<file path="src/rtl/vga_sync_gen.sv">
// VGA timing generator with registered TinyVGA PMOD output packing.
// Optional frame counter enabled by defining VGA_FRAME_COUNTER_EN.
module vga_sync_gen #(
    parameter int H_ACTIVE = 640,
    parameter int H_FP     = 16,
    parameter int H_SYNC   = 96,
    parameter int H_BP     = 48,
    parameter int V_ACTIVE = 480,
    parameter int V_FP     = 10,
    parameter int V_SYNC   = 2,
    parameter int V_BP     = 33,
    parameter int SYNC_POL = 0,
    parameter int PIX_DIV  = 1,
    parameter int CW       = 10
) (
    input  logic          clk,
    input  logic          sys_rst,
    input  logic [5:0]    rgb_in,
    output logic [CW-1:0] hpos,
    output logic [CW-1:0] vpos,
    output logic          display_on,
    output logic          pix_tick,
    output logic          line_start,
    output logic          frame_start,
    output logic          hsync,
    output logic          vsync,
    output logic [7:0]    vga_out,
    output logic [7:0]    frame_cnt
);
    localparam int H_TOTAL = H_ACTIVE + H_FP + H_SYNC + H_BP;
    localparam int V_TOTAL = V_ACTIVE + V_FP + V_SYNC + V_BP;
    localparam int DW      = (PIX_DIV > 1) ? $clog2(PIX_DIV) : 1;

    localparam logic [CW-1:0] H_LAST = CW'(H_TOTAL - 1);
    localparam logic [CW-1:0] V_LAST = CW'(V_TOTAL - 1);
    localparam logic [CW-1:0] H_VIS  = CW'(H_ACTIVE);
    localparam logic [CW-1:0] V_VIS  = CW'(V_ACTIVE);
    localparam logic [CW-1:0] HS_BEG = CW'(H_ACTIVE + H_FP);
    localparam logic [CW-1:0] HS_END = CW'(H_ACTIVE + H_FP + H_SYNC);
    localparam logic [CW-1:0] VS_BEG = CW'(V_ACTIVE + V_FP);
    localparam logic [CW-1:0] VS_END = CW'(V_ACTIVE + V_FP + V_SYNC);
    localparam logic [DW-1:0] DIV_LAST = DW'(PIX_DIV - 1);
    localparam logic          ACT      = (SYNC_POL != 0);

    logic [DW-1:0] div_cnt;
    logic          hs_act;
    logic          vs_act;
    logic [5:0]    colour;

    always_ff @(posedge clk) begin
        if (sys_rst)       div_cnt <= '0;
        else if (pix_tick) div_cnt <= '0;
        else               div_cnt <= div_cnt + 1'b1;
    end

    assign pix_tick = (div_cnt == DIV_LAST);

    always_ff @(posedge clk) begin
        if (sys_rst) begin
            hpos <= '0;
            vpos <= '0;
        end else if (pix_tick) begin
            if (hpos == H_LAST) begin
                hpos <= '0;
                vpos <= (vpos == V_LAST) ? '0 : vpos + 1'b1;
            end else begin
                hpos <= hpos + 1'b1;
            end
        end
    end

    assign display_on  = (hpos < H_VIS) && (vpos < V_VIS);
    assign line_start  = pix_tick && (hpos == '0);
    assign frame_start = line_start && (vpos == '0);
    assign hs_act      = (hpos >= HS_BEG) && (hpos < HS_END);
    assign vs_act      = (vpos >= VS_BEG) && (vpos < VS_END);

    // Output stage samples the current pixel, so it lags the counters by one tick.
    always_ff @(posedge clk) begin
        if (sys_rst) begin
            hsync  <= ~ACT;
            vsync  <= ~ACT;
            colour <= '0;
        end else if (pix_tick) begin
            hsync  <= hs_act ? ACT : ~ACT;
            vsync  <= vs_act ? ACT : ~ACT;
            colour <= display_on ? rgb_in : '0;
        end
    end

    // rgb_in is {R1,R0,G1,G0,B1,B0}; PMOD order is {HS,B0,G0,R0,VS,B1,G1,R1}.
    assign vga_out = {hsync, colour[0], colour[2], colour[4],
                      vsync, colour[1], colour[3], colour[5]};

`ifdef VGA_FRAME_COUNTER_EN
    logic [7:0] fcnt;
    logic       seen_first;

    // The first frame_start after reset marks frame 0 rather than counting.
    always_ff @(posedge clk) begin
        if (sys_rst) begin
            fcnt       <= '0;
            seen_first <= 1'b0;
        end else if (frame_start) begin
            seen_first <= 1'b1;
            if (seen_first) fcnt <= fcnt + 8'd1;
        end
    end

    assign frame_cnt = fcnt;
`else
    assign frame_cnt = '0;
`endif

endmodule

</file>
<file path="config.mk">
export PLATFORM = sky130hd
export DESIGN_NAME = vga_sync_gen
export DESIGN_NICKNAME = d
export VERILOG_FILES = /design/src/rtl/vga_sync_gen.sv
export SDC_FILE = /design/constraint.sdc
export NUM_CORES = 1
export LEC_CHECK = 0
export CELL_PAD_IN_SITES_DETAIL_PLACEMENT = 0
export CELL_PAD_IN_SITES_GLOBAL_PLACEMENT = 1
export CORE_MARGIN = 2
export CORE_UTILIZATION = 32
export DETAILED_ROUTE_END_ITERATION = 10
export PLACE_DENSITY_LB_ADDON = 0.1
export SLEW_MARGIN = 20
export SYNTH_ARGS = -nofsm -noshare
export SYNTH_HDL_FRONTEND = slang
export SYNTH_SLANG_ARGS = --single-unit
export TNS_END_PERCENT = 1
</file>
<file path="constraint.sdc">
create_clock -name clk -period 2.17 [get_ports clk]
set_input_delay 0.651 -clock clk [delete_from_list [all_inputs] [get_ports clk]]
set_output_delay 0.651 -clock clk [all_outputs]
set_load 0.01 [all_outputs]
</file>
==> reports/qor.txt <==
outcome - finished with violations
failing checks - setup timing
Post-synth EDFFs - 0
final setup fails - 1
global-route wire length before repair - 6340 µm
Die H - 70.9 µm
fin cells - 287
CTS tree - yes
synth unique cells - 39
yosys warns - 0
sw frac - 23.3%
DP Area - 2070 µm²
Reg clk slew, reported paths - 60 ps
Leak - 0.911 nW
WL/cell - 13.5 µm
Clock Power Share - 42.6%
register area share after synthesis - 40.6%
Tmin final - 2190 ps
area delta synth->final - 54.2%
pin count of the biggest net entering global routing - 16
WL met2 - 2100 µm
Overflow after GRT - 0
Post-CTS Setup Inserts - 0
Row Count - 24
worst reg-to-reg setup slack - 120 ps
Initial DRC Count - 48
fillers - 435
die width - 70.9 µm
diode count - 0
clock latency on the worst-skew pair - 290 ps
Worst setup EP type - primary output
Bufs on Longest Clock Path - 2
Post-Syn Instances - 162
maxcap violations - 0
DRT antenna net count - 0
Via Count - 1,374
RSZ-0062 raised after global routing - yes
reg2reg start - hpos[0]
worst-path fanout max - 2
Reg power frac - 47.1%
Hold Path Depth - 2
1st-pass router iterations - 4
Worst R2R End - vpos[4]
I/O pin count - 50
core area - 4320 µm²
Min-Delay Endpoint - colour[1]
pwr dens - 528 nW/µm²
total power draw - 1.17 mW
FMAX - 0.456 GHz
Combinational Power Share - 10.3%
initial antenna violation count - 0
FF+latch count, synth - 29
Psw - 271 µW
CP Launch Type - flop
final core utilization - 51.0%
die area - 5020 µm²
Max IR drop VDD - 0.378 mV
met1 wire length - 1560 µm
P_int - 894 µW
top sig layer - met4
WP data required - 1520 ps
placed instance count - 279
post-synthesis async set-or-reset flop share - 0%
WS Path Type - reg -> out
crit-path max cell delay - 320 ps
vias in the first global route - 1,329
Slew Viols, Final - 0
Critical Path, Cell by Cell - or2_4 -> nor2_4 -> and4_1 -> nor4bb_4 -> buf_2
Syn Std Cell Area - 1430 µm²
Setup Slack @ Placement - -334 ps
Hold Crit Class - reg -> reg
post-synthesis average cell area - 8.83 µm²
Starting Density - 33.1%
Worst EP arrival - 1540 ps
CTS Hold Bufs - 0
top_reg_cell synth - dfxtp_1
Via density - 4.79
TritonCTS Buffers - 5
Routed met3 length - 140 µm
Final Hold Vio Count - 0
Detailed Place HPWL - 3040 µm
fin worst setup slack - -22.4 ps
r2r worst-path depth - 6
Crit path max-delay family - simple AND/OR/NAND/NOR gates
WL final - 3860 µm
final worst-path cycle share - 101%
fin nets - 246
Root Driver - clkbuf_8
Fin Setup TNS - -22.4 ps
drt drc - 0
Port Buffer Count - 41
Hold WS - 521 ps
Clock Skew - 6.81 ps
layout cells sized above 1 - 22.6%
Worst Min Path Start - colour[1]
CTS Sinks - 29
critical-path cell with the highest stage delay - dfxtp_2
Total GRT Usage - 16.3%
Finished Cell Area - 2210 µm²
CTS H-tree depth - 2
Buffers & Inverters on Critical Path - 1
RePlAce Congestion - 0.784
-- tightest hold or removal path, cell delays in order, from the launching register on --
cell and delay [ps]:
dfxtp_1 330, a22oi_1 80, nor2_1 80
-- what timing repair did --
action / in CTS / in global routing
resized for setup: 13 / 7
pin swaps: 2 / 2
setup endpoints to repair: 3 / 1
-- per-layer routing --
metal  vias up  GRT usage [%]
li1        700              -
met5         -              0
met1       643           17.7
met4         0           6.29
met2        25           29.8
met3         6           4.84
-- synthesized netlist by cell type (4+ instances only) --
cell	instances	area share [%]
dfxtp_1	29	41
nor2_1	23	6.0
buf_4	10	5.2
nand3_1	9	3.1
a21oi_1	8	2.8
nand2_1	7	1.8
xor2_1	7	4.3
a22oi_1	6	3.1
inv_1	6	1.6
nor4_1	5	2.2
o21ai_0	5	1.7
ha_1	4	3.5
or3_1	4	1.7
xnor2_1	4	2.4
-- kinds of logic after synthesis --
kind of cell    after synthesis  share of synthesized area [%]
mux                           1                          0.700
fa+ha+maj                     4                           3.50
compound gates               24                           10.3
other cells                   1                          0.262
buf+inv                      19                           7.70
xor+xnor                     11                           6.74
simple gates                 73                           30.2
flops                        29                           40.6
-- worst max path at each step --
stage	to	cells after the start	slack, ps	startpoint
detailed placement	frame_start	5	-330	hpos[5]
finish	frame_start	5	-20	hpos[5]
global placement	frame_start	5	-280	hpos[5]
global route	frame_start	5	-100	hpos[5]
floorplan	frame_start	4	50	hpos[5]
CTS	frame_start	6	-80	vpos[0]
-- cell type report --
type / count / area [µm²] / area share [%]
Clock buffer: 7 / 96.3 / 4.37
Tap cell: 52 / 65.1 / 2.95
Inverter: 6 / 22.5 / 1.02
Clock inverter: 1 / 5.00 / 0.227
Sequential cell: 29 / 583 / 26.4
Multi-Input combinational cell: 122 / 815 / 36.9
Timing Repair Buffer: 70 / 619 / 28.1
-- power groups by stage --
stage               combinational [mW]  sequential, mW  clock (mW)
finish                           0.120           0.549       0.496
global route                     0.132           0.550       0.532
CTS                              0.123           0.549       0.511
detailed placement               0.123           0.561           0
global placement                 0.119           0.560           0
floorplan                       0.0538           0.569           0
-- flip-flops by register name, summed over array words and instances, names as in the netlist --
signal	cells
colour	6
hpos	10
vsync	1
div_cnt	1
vpos	10
hsync	1
-- cells in the final DEF, fill, tap and decap left out, drive strengths merged, types with 3 or more instances in the layout --
cell type	count
a22oi	6
nor2	23
xnor2	4
clkdlybuf4s50	38
o21bai	3
conb	9
buf	31
clkbuf	7
nand3	9
or3	4
or4	4
o21ai	5
a21oi	8
nand2	7
xor2	7
dfxtp	29
nor2b	3
inv	6
ha	4
nor4	5
(Power assumes the default switching activity.)
